### src/rtl/bitstream_collector_if.sv
// Handshake bundle between a Huffman word source / byte sink and the bitstream collector.
// The master side drives words and accepts bytes; the slave side is the collector.
interface bitstream_collector_if;
  logic        data_ready;
  logic [31:0] JPEG_bitstream;
  logic [4:0]  orc;
  logic        eob_in;
  logic [7:0]  byte_out;
  logic        byte_valid;
  logic        byte_ready;
  logic        fifo_full;
  logic        overflow;

  modport master (
    output data_ready, JPEG_bitstream, orc, eob_in, byte_ready,
    input  byte_out, byte_valid, fifo_full, overflow
  );

  modport slave (
    input  data_ready, JPEG_bitstream, orc, eob_in, byte_ready,
    output byte_out, byte_valid, fifo_full, overflow
  );
endinterface

### src/rtl/bitstream_collector.sv
// Buffers 32-bit Huffman words in a small FIFO and emits them MSB-first as bytes,
// padding short flush words with 1s and inserting 0x00 after every 0xFF byte.
module bitstream_collector #(
  parameter int DEPTH = 4
) (
  input logic                  clk,
  input logic                  rst,
  bitstream_collector_if.slave bus
);

  localparam int AW = (DEPTH > 1) ? $clog2(DEPTH) : 1;

  typedef enum logic [1:0] {IDLE, LOAD, EMIT, STUFF} state_t;

  logic [31:0]   mem_word  [DEPTH];
  logic [5:0]    mem_nbits [DEPTH];
  logic [AW-1:0] wr_ptr;
  logic [AW-1:0] rd_ptr;
  logic [AW:0]   count;

  state_t      state;
  logic [31:0] shift_reg;
  logic [5:0]  remaining;
  logic [7:0]  byte_q;
  logic        valid_q;
  logic        overflow_q;

  logic        empty;
  logic        full;
  logic        wr_req;
  logic        wr_en;
  logic [5:0]  wr_nbits;
  logic        handshake;
  logic        entry_done;
  logic        pop;
  logic [31:0] head_word;
  logic [5:0]  head_nbits;
  logic [31:0] shifted;
  logic [5:0]  rem_next;

  // Top byte of the shift register; bits past the end of the entry become 1s.
  function automatic logic [7:0] pad_byte(input logic [31:0] sr, input logic [5:0] rem);
    if (rem < 6'd8) begin
      return sr[31:24] | (8'hFF >> rem[2:0]);
    end
    return sr[31:24];
  endfunction

  always_comb begin
    empty      = (count == '0);
    full       = (count == (AW+1)'(DEPTH));
    wr_req     = bus.eob_in ? (bus.orc != 5'd0) : bus.data_ready;
    wr_nbits   = bus.eob_in ? {1'b0, bus.orc} : 6'd32;
    handshake  = valid_q && bus.byte_ready;
    shifted    = shift_reg << 8;
    rem_next   = (remaining > 6'd8) ? (remaining - 6'd8) : 6'd0;
    head_word  = mem_word[rd_ptr];
    head_nbits = mem_nbits[rd_ptr];
    // The next entry is fetched on the same handshake that finishes the current one,
    // so consecutive words stream out without a bubble.
    entry_done = handshake &&
                 (((state == EMIT) && (byte_q != 8'hFF) && (rem_next == 6'd0)) ||
                  ((state == STUFF) && (remaining == 6'd0)));
    pop        = (state == LOAD) || (entry_done && !empty);
    wr_en      = wr_req && (!full || pop);
  end

  always_ff @(posedge clk) begin
    if (wr_en) begin
      mem_word[wr_ptr]  <= bus.JPEG_bitstream;
      mem_nbits[wr_ptr] <= wr_nbits;
    end
  end

  always_ff @(posedge clk or posedge rst) begin
    if (rst) begin
      wr_ptr     <= '0;
      rd_ptr     <= '0;
      count      <= '0;
      overflow_q <= 1'b0;
    end else begin
      if (wr_en) wr_ptr <= wr_ptr + 1'b1;
      if (pop)   rd_ptr <= rd_ptr + 1'b1;
      case ({wr_en, pop})
        2'b10:   count <= count + 1'b1;
        2'b01:   count <= count - 1'b1;
        default: count <= count;
      endcase
      if (wr_req && !wr_en) overflow_q <= 1'b1;
    end
  end

  always_ff @(posedge clk or posedge rst) begin
    if (rst) begin
      state     <= IDLE;
      shift_reg <= '0;
      remaining <= '0;
      byte_q    <= 8'h00;
      valid_q   <= 1'b0;
    end else begin
      case (state)
        IDLE: begin
          if (!empty) state <= LOAD;
        end
        LOAD: begin
          shift_reg <= head_word;
          remaining <= head_nbits;
          byte_q    <= pad_byte(head_word, head_nbits);
          valid_q   <= 1'b1;
          state     <= EMIT;
        end
        EMIT: begin
          if (handshake) begin
            shift_reg <= shifted;
            remaining <= rem_next;
            if (byte_q == 8'hFF) begin
              byte_q <= 8'h00;
              state  <= STUFF;
            end else if (rem_next != 6'd0) begin
              byte_q <= pad_byte(shifted, rem_next);
            end else if (!empty) begin
              shift_reg <= head_word;
              remaining <= head_nbits;
              byte_q    <= pad_byte(head_word, head_nbits);
            end else begin
              byte_q  <= 8'h00;
              valid_q <= 1'b0;
              state   <= IDLE;
            end
          end
        end
        STUFF: begin
          if (handshake) begin
            state <= EMIT;
            if (remaining != 6'd0) begin
              byte_q <= pad_byte(shift_reg, remaining);
            end else if (!empty) begin
              shift_reg <= head_word;
              remaining <= head_nbits;
              byte_q    <= pad_byte(head_word, head_nbits);
            end else begin
              byte_q  <= 8'h00;
              valid_q <= 1'b0;
              state   <= IDLE;
            end
          end
        end
        default: state <= IDLE;
      endcase
    end
  end

  assign bus.byte_out   = byte_q;
  assign bus.byte_valid = valid_q;
  assign bus.fifo_full  = full;
  assign bus.overflow   = overflow_q;

endmodule

### src/flat_wrapper.sv
// flat-port wrapper written by rule: the top's interface ports become plain ports
module bitstream_collector_flat 
#(
  parameter int DEPTH = 4
)
  (clk, rst, bus_data_ready, bus_JPEG_bitstream, bus_orc, bus_eob_in, bus_byte_ready, bus_byte_out, bus_byte_valid, bus_fifo_full, bus_overflow);
  bitstream_collector_if bus_i ();
  input logic clk;
  input logic rst;
  input wire logic [$bits(bus_i.data_ready)-1:0] bus_data_ready;
  input wire logic [$bits(bus_i.JPEG_bitstream)-1:0] bus_JPEG_bitstream;
  input wire logic [$bits(bus_i.orc)-1:0] bus_orc;
  input wire logic [$bits(bus_i.eob_in)-1:0] bus_eob_in;
  input wire logic [$bits(bus_i.byte_ready)-1:0] bus_byte_ready;
  output wire logic [$bits(bus_i.byte_out)-1:0] bus_byte_out;
  output wire logic [$bits(bus_i.byte_valid)-1:0] bus_byte_valid;
  output wire logic [$bits(bus_i.fifo_full)-1:0] bus_fifo_full;
  output wire logic [$bits(bus_i.overflow)-1:0] bus_overflow;
  assign bus_i.data_ready = bus_data_ready;
  assign bus_i.JPEG_bitstream = bus_JPEG_bitstream;
  assign bus_i.orc = bus_orc;
  assign bus_i.eob_in = bus_eob_in;
  assign bus_i.byte_ready = bus_byte_ready;
  assign bus_byte_out = bus_i.byte_out;
  assign bus_byte_valid = bus_i.byte_valid;
  assign bus_fifo_full = bus_i.fifo_full;
  assign bus_overflow = bus_i.overflow;
  bitstream_collector #(.DEPTH(DEPTH)) u_core (.clk(clk), .rst(rst), .bus(bus_i));
endmodule
### config.mk
export PLATFORM = sky130hd
export DESIGN_NAME = bitstream_collector_flat
export DESIGN_NICKNAME = d
export VERILOG_FILES = /design/src/rtl/bitstream_collector_if.sv /design/src/rtl/bitstream_collector.sv /design/src/flat_wrapper.sv
export SDC_FILE = /design/constraint.sdc
export NUM_CORES = 1
export LEC_CHECK = 0
export BUFFER_PORTS_ARGS = -buffer_cell sky130_fd_sc_hd__buf_2
export CAP_MARGIN = 30
export CORE_AREA = 2 2 168 104
export CTS_BUF_LIST = sky130_fd_sc_hd__clkbuf_8
export DETAILED_ROUTE_END_ITERATION = 12
export DIE_AREA = 0 0 170 106
export HOLD_SLACK_MARGIN = 0.15
export PLACE_DENSITY = 0.72
export SETUP_SLACK_MARGIN = 0.15
export SYNTH_ARGS = -nofsm -noshare
export SYNTH_HDL_FRONTEND = slang
export SYNTH_SLANG_ARGS = --single-unit
export TNS_END_PERCENT = 5
### constraint.sdc
create_clock -name clk -period 14.62 [get_ports clk]
set_input_delay 1.462 -clock clk [delete_from_list [all_inputs] [get_ports clk]]
set_output_delay 1.462 -clock clk [all_outputs]
set_load 0.02 [all_outputs]
# [After elaboration in Yosys (flattened, before gate mapping)]
# Memories as Yosys holds them, arrays and structs flattened.
# Cells that the tools add are included.
[totals] wordCells=143 rom_bits=0 memories=2 mem_bits_rw=152 latchBits=0 in_bits=42 reg_bits=57
[mem_list] memory="u_core.mem_word" words=4 width=32 read_ports=1 rd_clocked_by_memory_dff=0 wr=1 line="bitstream_collector.sv:15" text="logic [31:0] mem_word [DEPTH];"
[mem_list] memory="u_core.mem_nbits" words=4 width=6 read_ports=1 rd_clocked_by_memory_dff=0 wr=1 line="bitstream_collector.sv:16" text="logic [5:0] mem_nbits [DEPTH];"
[op_classes] n_shift=3 eq_ne=17 add_sub_neg=5 n_mux=73 bitwise_logic=3 mul=0 div=0 n_reduce_logical=27 magnitude_cmp=4
[ops] cell="$mux W32" n=7
[ops] cell="$mux W8" n=15
[ops] cell="$pmux W32 S3" n=1
[ops] cell="$mux W6" n=9
[ops] cell="$mux W1" n=28
[ops] cell="$or A8 B8 Y8" n=3
[ops] cell="$pmux W8 S3" n=1
[ops] cell="$shr A8 B3 Y8 const A" n=3
[ops] cell="$lt A6 B4 Y1 const B" n=3
[ops] cell="$pmux W6 S3" n=1
[ops] cell="$mux W2" n=8
[ops] cell="$logic_not A6 Y1" n=2
[ops] cell="$reduce_bool A6 Y1" n=2
[ops] cell="$ne A2 B2 Y1 const B" n=5
[ops] cell="$reduce_and A5 Y1" n=2
[ops] cell="$eq A8 B8 Y1 const B" n=1
[ops] cell="$logic_and A1 B1 Y1" n=8
[ops] cell="$ne A8 B8 Y1 const B" n=1
[ops] cell="$pmux W2 S4" n=1
[ops] cell="$eq A2 B2 Y1 const B" n=3
[ops] cell="$gt A6 B4 Y1 const B" n=1
[ops] cell="$pmux W3 S2" n=1
[ops] cell="$reduce_and A6 Y1" n=1
[ops] cell="$sub A6 B4 Y6 const B" n=1
[ops] cell="other kinds (17)" n=24

# [Longest topological paths before layout]
# Gate-level depths: netlist of run 1.
# An unclocked memory read counts as a cell.
[logic_depth] word_depth=14 depth_mapped=15

# [Least setup slack after synthesis of run 1]
# Ideal clock, no wire load.
[synth_timing] path_kind="input to register" startpoint="input port bus_byte_ready" endpoint="memory u_core.mem_nbits[0][0], enable pin" required_ns=14.131 setup_slack_ns=9.115 path_buffers=0 cell_stages=5 arrival_ns=5.016 setup_time_ns=0.489 path_cell_list="and2_1 a21oi_1 nor2_1 a21oi_1 nor3b_1"
[synth_between] elab_chain_len=8
[synth_lines] item="start: declaration" line="flat_wrapper.sv:14" text="input wire logic [$bits(bus_i.byte_ready)-1:0] bus_byte_ready;"
[synth_lines] item="$logic_and A1 B1 Y1" line="bitstream_collector.sv:54" text="handshake = valid_q && bus.byte_ready;"
[synth_lines] item="$logic_and A1 B1 Y1" line="bitstream_collector.sv:61" text="entry_done = handshake &&"
[synth_lines] item="$logic_and A1 B1 Y1" line="bitstream_collector.sv:64" text="pop = (state == LOAD) || (entry_done && !empty);"
[synth_lines] item="$logic_or A1 B1 Y1" line="bitstream_collector.sv:64"
[synth_lines] item="$logic_or A1 B1 Y1" line="bitstream_collector.sv:65" text="wr_en = wr_req && (!full || pop);"
[synth_lines] item="$logic_and A1 B1 Y1" line="bitstream_collector.sv:65"
[synth_lines] item="$mux W1" line="bitstream_collector.sv:69" text="if (wr_en) begin"
[synth_lines] item="$mux W1 (not written as such)" line="bitstream_collector.sv:71" text="mem_nbits[wr_ptr] <= wr_nbits;"
[synth_lines] item="end: declaration" line="bitstream_collector.sv:16"
# Every way passes these cells.

# [Worst setup path in the final report of run 1]
[layout_timing] startpoint="input port bus_byte_ready" endpoint="register u_core.count[2]"
[layout_between] elab_chain_len=8
[layout_lines] item="$logic_and A1 B1 Y1 (*)" line="bitstream_collector.sv:54"
[layout_lines] item="$logic_and A1 B1 Y1 (*)" line="bitstream_collector.sv:61"
[layout_lines] item="$logic_and A1 B1 Y1 (*)" line="bitstream_collector.sv:64"
[layout_lines] item="$logic_or A1 B1 Y1 (*)" line="bitstream_collector.sv:64"
[layout_lines] item="$logic_or A1 B1 Y1" line="bitstream_collector.sv:65"
[layout_lines] item="$logic_and A1 B1 Y1" line="bitstream_collector.sv:65"
[layout_lines] item="$eq A2 B1 Y1 / $eq A2 B2 Y1 (equally long branches)" line="bitstream_collector.sv:84" text="case ({wr_en, pop})"
[layout_lines] item="$pmux W3 S2 / $reduce_bool A2 Y1 (equally long branches)"
[layout_lines] item="end signal: assignment" line="bitstream_collector.sv:85" text="2'b10: count <= count + 1'b1;"
[layout_lines] item="end signal: assignment" line="bitstream_collector.sv:86" text="2'b01: count <= count - 1'b1;"
[layout_lines] item="end signal: assignment" line="bitstream_collector.sv:87" text="default: count <= count;"
[layout_lines] item="end: declaration" line="bitstream_collector.sv:19" text="logic [AW:0] count;"
# Mark *: on every way between the ends. The rest lies on a longest branch, timed or not.
# A chain may end at the register's enable or synchronous reset.

==> flow_summary.json, run 1 <==
{
  "combPwrFrac_pct": 40.8,
  "min_path_type": "flip-flop to flip-flop",
  "via_count": 5487,
  "drc": 0,
  "synth_xor_area_share_pct": 0.775,
  "antenna_found_initial": 0,
  "antenna_cells": 0,
  "maxCapViolCount": 0,
  "preCtsSetupSlack_ns": 10.02,
  "cts-buffers-inserted": 30,
  "place_area_um2": 9370,
  "yosys_warnings": 0,
  "die_height_um": 106,
  "end_kind": "flip-flop",
  "r2r-start": "u_core.remaining[3]$_DFFE_PP0P_",
  "p_int_mw": 1.44,
  "cts_max_level": 1,
  "grt_max_degree": 59,
  "largest_register_ffs": 128,
  "syn_inst": 595,
  "critPathLaunch": "bus_byte_ready",
  "wire_per_inst_um": 22.4,
  "syn_nets": 644,
  "clock_latency_ns": 0.59,
  "p_leak_nw": 3.58,
  "rows": 37,
  "cts_tree": "done",
  "hpwl_um": 13700,
  "syn_avg_cell_area_um2": 14.9,
  "drtPass1Iterations": 5,
  "synth_top_area_share_pct": 51.4,
  "drt_iter0_markers": 591,
  "post-cts-setup-buffers": 0,
  "fin_area_um2": 9930,
  "fin_crit_sh_pct": 28.0,
  "fmax_mhz": 244,
  "nFillCells": 1279,
  "cts.sink_count": 209,
  "power_density_nw_per_um2": 241,
  "ys_seq_area_share_pct": 67.4,
  "die_area_um2": 18000,
  "hold_viol_final": 0,
  "async_reset_ff_share_pct": 27.3,
  "grt_pass1_wl_um": 31200,
  "worst_slack_ns": 10.53,
  "dieWidth_um": 170,
  "setup_viol": 0,
  "routed_wl_um": 20000,
  "final_max_slew_viol_count": 0,
  "p_sw_uw": 945,
  "nNetsFinal": 704,
  "post_cts_resized": 0,
  "fin_tns_setup_ns": 0,
  "place.gp.congestion": 0.935,
  "cp_max_fo": 8,
  "ys_seq_elements": 209,
  "ios": 53,
  "clockPowerShare_pct": 18.0,
  "grt_pass1_vias": 5328,
  "synth-edff-count": 152,
  "p_sw_share_pct": 39.6,
  "path_class": "primary input to flip-flop",
  "yosysTopAreaCell": "edfxtp_1",
  "relSlewSlack_pct": 34.6,
  "worstMarginPinSlew_ns": 0.981,
  "synth_compound_area_share_pct": 10.5,
  "clockBufferDepth": 3,
  "required_ns": 15.10,
  "area_growth_pct": 11.8,
  "netlist_area_um2": 8880,
  "vdd_drop_max_mv": 0.107,
  "io_buffer_count": 52,
  "synth.area.mux_share_pct": 9.86,
  "status": "finished clean",
  "grt_usage_pct": 23.1,
  "final_layout_size_suffix_gt1_share_pct": 23.4,
  "synth_adder_area_share_pct": 1.07,
  "cts.clk_slew.worst_paths_ns": 0.06,
  "holdCritStartpoint": "u_core.count[2]$_DFFE_PP0P_",
  "synth_area_leaders": "edfxtp_1, dfrtp_1, mux4_2, a31oi_1, nor2_1",
  "pwr-share-seq_pct": 41.2,
  "min_period_ns": 4.09,
  "critPathLaunchType": "primary input",
  "holdBufCountCts": 0,
  "skew_ns": 0.0378,
  "arrival_ns": 4.57,
  "synth-simple-area-share_pct": 7.72,
  "synth_top_family_by_area": "compound AO/OA/AOI/OAI gates",
  "viasPerCell": 6.14,
  "ant_nets": 0,
  "synth.distinct_cells": 59,
  "rsz0062_at_grt": "false",
  "synth_ff_type": "edfxtp_1",
  "p_total_mw": 2.39,
  "overflow": 0,
  "fp.coreArea_um2": 16700,
  "cts_root_buf": "clkbuf_8",
  "start_util_pct": 53.3
}
## logic make-up (layout without fill, tap and decap cells)
group / count (synthesis) / after routing
AOI/OAI and AO/OA: 143 / 143
xor gates and xnor gates: 7 / 7
buffers and inverters: 51 / 135
adders and majority gates: 7 / 7
muxes: 40 / 40
and+or+nand+nor: 138 / 138
DFF: 209 / 209
## per-stage QoR
stage | utilization, % | hold slack (ns) | cells
3_3_place_gp | 56.1 | 0.469 | 836
2_1_floorplan | - | 0.448 | 595
4_1_cts | 59.6 | 0.484 | 893
3_5_place_dp | 56.2 | 0.469 | 837
6_report | 59.6 | 0.483 | 893
5_1_grt | 59.6 | 0.504 | 893
## layout by cell type (no fill, tap or decap), types with 5 or more instances in the layout
| master | Yosys | final |
|---|---|---|
| o21ai_1 | 10 | 10 |
| o22ai_1 | 7 | 7 |
| clkinv_1 | 0 | 12 |
| nand3_1 | 28 | 28 |
| and2_1 | 6 | 6 |
| nand2_1 | 8 | 8 |
| a31oi_1 | 32 | 32 |
| o21ai_0 | 34 | 34 |
| nand4_1 | 5 | 5 |
| a21o_1 | 7 | 7 |
| inv_1 | 12 | 18 |
| clkbuf_8 | 0 | 30 |
| nor3_1 | 13 | 13 |
| a22o_1 | 12 | 12 |
| buf_4 | 3 | 14 |
| a21oi_1 | 12 | 12 |
| nor2_1 | 52 | 51 |
| edfxtp_1 | 152 | 152 |
| mux4_2 | 38 | 38 |
| ha_1 | 6 | 6 |
| dfrtp_1 | 57 | 56 |
| a21boi_0 | 5 | 5 |
| buf_2 | 8 | 52 |
## cell type report
class / count / area [um^2] / area share, %
Tap cell: 214 / 268 / 2.70
Timing Repair Buffer: 67 / 380 / 3.83
Clock inverter: 26 / 145 / 1.46
Sequential cell: 209 / 5990 / 60.3
Multi-Input combinational cell: 335 / 2690 / 27.1
Inverter: 12 / 45.0 / 0.454
Clock buffer: 30 / 413 / 4.16
## layer usage
layer	up-vias	global-route usage [%]	part of all wire, %	wire, um
met5	-	0	0	0
met4	0	4.58	1.5	295
met3	29	5.03	8.7	1750
met2	236	31.6	42	8380
met1	2763	38.1	48	9610
li1	2459	-	-	-
## path summary, 6_finish.rpt
| check | to | slack, ns | cells past startpoint |
|---|---|---|---|
| max | u_core.count[2]$_DFFE_PP0P_ | 10.53 | 12 |
| min | u_core.count[2]$_DFFE_PP0P_ | 0.48 | 1 |
| max reg2reg | u_core.count[2]$_DFFE_PP0P_ | 10.64 | 12 |
| min reg2reg | u_core.count[2]$_DFFE_PP0P_ | 0.48 | 1 |
| max in group asynchronous | u_core.rd_ptr[0]$_DFFE_PP0P_ | 12.97 | 3 |
| min in group asynchronous | u_core.wr_ptr[1]$_DFFE_PP0P_ | 1.10 | 3 |
## cells in the mapped netlist (all sizes together) (2+ instances only)
cell type and number:
ha 6, a21o 7, mux4 38, a21boi 6, and2 6, or2 2
a211oi 2, nand2 8, nand2b 3, nand3 28, edfxtp 152, o21a 2
and3 2, nor4 3, inv 12, a31oi 32, o21ai 44, a21oi 14
o31ai 4, xor2 4, xnor2 3, dfrtp 57, buf 17, mux2i 2
a22o 12, clkbuf 22, nor2b 3, nand4 5, nor2 52, or3 5
a221oi 2, o211ai 2, nor3 14, o22ai 7, nor3b 5, o311ai 2
## worst max-delay path: stages
cell     delay (ns)
buf_2          0.10
and2_1         0.15
a21oi_1        0.75
o31ai_1        0.18
a21oi_1        0.62
or2_1          0.19
ha_1           0.18
inv_1          0.07
fa_1           0.43
xor2_1         0.15
nor2_1         0.13
xor2_1         0.15
## power by group through the flow
stage	clock, mW	sequential (mW)	combinational [mW]
floorplan	0	0.953	0.719
global placement	0	0.984	0.945
detailed placement	0	0.994	0.968
CTS	0.441	0.982	0.970
global route	0.469	1.00	1.06
finish	0.430	0.985	0.973
Note: power is estimated with default switching activity, not from simulation.
==> run 2, diff against run 1 <==
--- a/config.mk
+++ b/config.mk
@@ -5,12 +5,13 @@
 export SDC_FILE = /design/constraint.sdc
 export NUM_CORES = 1
 export LEC_CHECK = 0
+export ABC_AREA = 1
 export BUFFER_PORTS_ARGS = -buffer_cell sky130_fd_sc_hd__buf_2
 export CAP_MARGIN = 30
-export CORE_AREA = 2 2 168 104
+export CORE_AREA = 2 2 169 105
 export CTS_BUF_LIST = sky130_fd_sc_hd__clkbuf_8
 export DETAILED_ROUTE_END_ITERATION = 12
-export DIE_AREA = 0 0 170 106
+export DIE_AREA = 0 0 171 107
 export HOLD_SLACK_MARGIN = 0.15
 export PLACE_DENSITY = 0.72
 export SETUP_SLACK_MARGIN = 0.15
==> constraint.sdc (replaced) <==
create_clock -name clk -period 3.95 [get_ports clk]
set_input_delay 0.395 -clock clk [delete_from_list [all_inputs] [get_ports clk]]
set_output_delay 0.395 -clock clk [all_outputs]
set_load 0.02 [all_outputs]
==> flow_summary.json, run 2 <==
{
  "hold_viol_final": 0,
  "nFillCells": 1372,
  "ys_seq_elements": 209,
  "synth-edff-count": 152,
  "end_kind": "flip-flop",
  "r2r-start": "u_core.remaining[4]$_DFFE_PP0P_",
  "grt_pass1_vias": 6295,
  "min_path_type": "primary input to flip-flop",
  "rsz0062_at_grt": "false",
  "crit_chain": "inv_1, ha_1, xor2_1, o21ai_2, nand3_1, nand2_1, nand2_1, nand3_1, nand2_2, ha_1, inv_1, fa_1, a21oi_1, o21ai_0, xor2_1",
  "vdd_drop_max_mv": 0.359,
  "skew_ns": 0.0203,
  "via_count": 6561,
  "arrival_ns": 3.41,
  "antenna_cells": 0,
  "cts_max_level": 1,
  "routed_wl_um": 21000,
  "r2r-end": "u_core.count[2]$_DFFE_PP0P_",
  "maxCapViolCount": 0,
  "syn_nets": 907,
  "mostFrequentLayoutCells": "nand2_1, edfxtp_1, nor2_1, o21ai_0, inv_1",
  "synth.distinct_cells": 41,
  "fin_crit_sh_pct": 75.0,
  "relSlewSlack_pct": 51.0,
  "setup_viol": 0,
  "syn_avg_cell_area_um2": 10.6,
  "place.gp.congestion": 0.918,
  "drtPass1Iterations": 8,
  "antenna_found_initial": 0,
  "required_ns": 4.40,
  "worstMarginPinSlew_ns": 0.734,
  "cts_tree": "done",
  "mostFrequentLayoutCell": "nand2_1",
  "yosysTopAreaCell": "edfxtp_1",
  "gr-usage-met1_pct": 36.2,
  "clockBufferDepth": 3,
  "ys_seq_area_share_pct": 65.9,
  "cts.clk_slew.worst_paths_ns": 0.07,
  "grt-busiest-layer": "met1",
  "final_cells": 1205,
  "viasPerCell": 5.44,
  "fp.coreArea_um2": 16800,
  "post-cts-setup-buffers": 0,
  "largest_register_ffs": 128,
  "rows": 37,
  "grtUsageMet2_pct": 35.5,
  "min_period_ns": 2.96,
  "synth_commonest_cells": "nand2_1, edfxtp_1, nor2_1, o21ai_0",
  "path_class": "flip-flop to flip-flop",
  "drc": 0,
  "syn_inst": 858,
  "synth_top_area_share_pct": 50.2,
  "cts_root_buf": "clkbuf_8",
  "critPathBufInv": 2,
  "grt_usage_pct": 23.8,
  "synth_area_leaders": "edfxtp_1, dfrtp_1, nand2_1, nor2_1, o21ai_0",
  "critPathLaunchType": "flip-flop",
  "p_leak_nw": 4.25,
  "grt_max_degree": 63,
  "slowest_delay_ns": 0.44,
  "ant_nets": 0,
  "crit_slowest_cell": "fa_1",
  "final_layout_size_suffix_gt1_share_pct": 14.0,
  "nNetsFinal": 996,
  "die_height_um": 107,
  "status": "finished clean",
  "area_growth_pct": 15.4,
  "synthMostInstantiatedCell": "nand2_1",
  "grt_pass1_wl_um": 33500,
  "reg2reg_slack_ns": 0.99,
  "dieWidth_um": 171,
  "io_buffer_count": 52,
  "fin_tns_setup_ns": 0,
  "final_max_slew_viol_count": 0,
  "die_area_um2": 18300,
  "cts-buffers-inserted": 30,
  "start_util_pct": 54.3,
  "crit_cells": 15,
  "yosys_warnings": 0,
  "synth_ff_type": "edfxtp_1",
  "worstSetupEndpoint": "u_core.count[2]$_DFFE_PP0P_",
  "r2r_cells": 15,
  "post-place-cells": 1116,
  "wire_per_inst_um": 17.4,
  "met3_usage_pct": 4.54,
  "clock_latency_ns": 0.58,
  "critPathLaunch": "u_core.remaining[4]$_DFFE_PP0P_",
  "hpwl_um": 13100,
  "ios": 53,
  "cts.sink_count": 209,
  "async_reset_ff_share_pct": 27.3,
  "cp_max_fo": 7,
  "drt_iter0_markers": 695,
  "netlist_area_um2": 9090,
  "cp_top_family": "adder cells",
  "fmax_mhz": 337,
  "power_density_nw_per_um2": 831,
  "overflow": 0
}
==> run 2: cell count changes after synthesis, sizes merged, moves of 24 or more <==
| cell | previous run | this run |
|---|---|---|
| a31oi | 32 | 8 |
| mux4 | 38 | 0 |
| nand2 | 8 | 173 |
| nor2 | 52 | 119 |
| a21oi | 14 | 51 |
| inv | 12 | 65 |
| o21ai | 44 | 103 |
==> run 2: layout make-up <==
cell class	count	area [um^2]	share of cell area (%)
well taps	234	293	2.79
clock buffers	33	454	4.33
multi-input cells	545	2670	25.5
flip-flops and latches	209	5990	57.1
clock inverters	23	158	1.50
inverters	65	246	2.35
repair buffers	96	673	6.42
==> run 2: worst min path at each step <==
| stage | start | end | slack [ns] | cells after the start |
|---|---|---|---|---|
| 6_report | bus_orc[3] | u_core.mem_nbits[1][3]$_DFFE_PP_ | 0.20 | 3 |
| 5_1_grt | bus_orc[4] | u_core.mem_nbits[2][4]$_DFFE_PP_ | 0.20 | 3 |
| 4_1_cts | bus_orc[1] | u_core.mem_nbits[3][1]$_DFFE_PP_ | 0.17 | 3 |
| 3_5_place_dp | u_core.bus.overflow$_DFFE_PP0P_ | u_core.bus.overflow$_DFFE_PP0P_ | 0.46 | 2 |
| 3_3_place_gp | u_core.bus.overflow$_DFFE_PP0P_ | u_core.bus.overflow$_DFFE_PP0P_ | 0.46 | 2 |
| 2_1_floorplan | u_core.shift_reg[31]$_DFFE_PP0P_ | u_core.shift_reg[31]$_DFFE_PP0P_ | 0.45 | 2 |
==> run 2: worst reg2reg max path, delay by kind of cell (launching register included) <==
kind                       cells  cell delay (ns)
AOI/OAI and AO/OA              3             0.37
xor gates and xnor gates       2             0.38
adders and majority gates      3             0.84
buffers and inverters          2             0.16
DFF                            1             0.42
and+or+nand+nor                5             0.71
==> run 2: through the flow <==
step | total power [mW] | instance area [um^2] | hold WS [ns] | util, % | setup WS [ns]
after floorplan | 6.00 | 9090 | 0.449 | - | 0.483
after global routing | 9.31 | 10500 | 0.195 | 62.6 | 0.759
after CTS | 8.70 | 10500 | 0.174 | 62.6 | 1.01
after detailed placement | 6.95 | 9550 | 0.455 | 57.0 | 1.02
final | 8.71 | 10500 | 0.196 | 62.6 | 0.987
after global placement | 6.92 | 9550 | 0.456 | 57.0 | 1.09
==> run 2: layer usage <==
metal / vias up / share of wire (%) / wire length, um
li1: 3148 / - / -
met1: 3123 / 47 / 9830
met2: 255 / 44 / 9270
met3: 35 / 7.5 / 1570
met4: 0 / 1.4 / 303
met5: - / 0 / 0
==> run 2: cells by family after synthesis <==
kind of cell | Yosys count | synth area share (%)
AND/OR/NAND/NOR | 329 | 15.2
flip-flops | 209 | 65.9
AO/OA/AOI/OAI | 204 | 12.4
buffers and inverters | 104 | 5.04
adder cells (fa/ha/maj) | 7 | 1.05
XOR/XNOR | 5 | 0.482
==> run 2: report_power, final <==
group	internal, mW	leakage, nW	switching [mW]
registers	3.16	2.07	0.332
clock network	0.904	0.337	0.827
logic	1.01	1.84	2.48
==> run 2: timing repair <==
item | CTS | global route
gates resized for setup | 0 | 0
endpoints found under the setup margin | 0 | 0
hold endpoints to repair | 157 | 0
hold buffers | 33 | 0
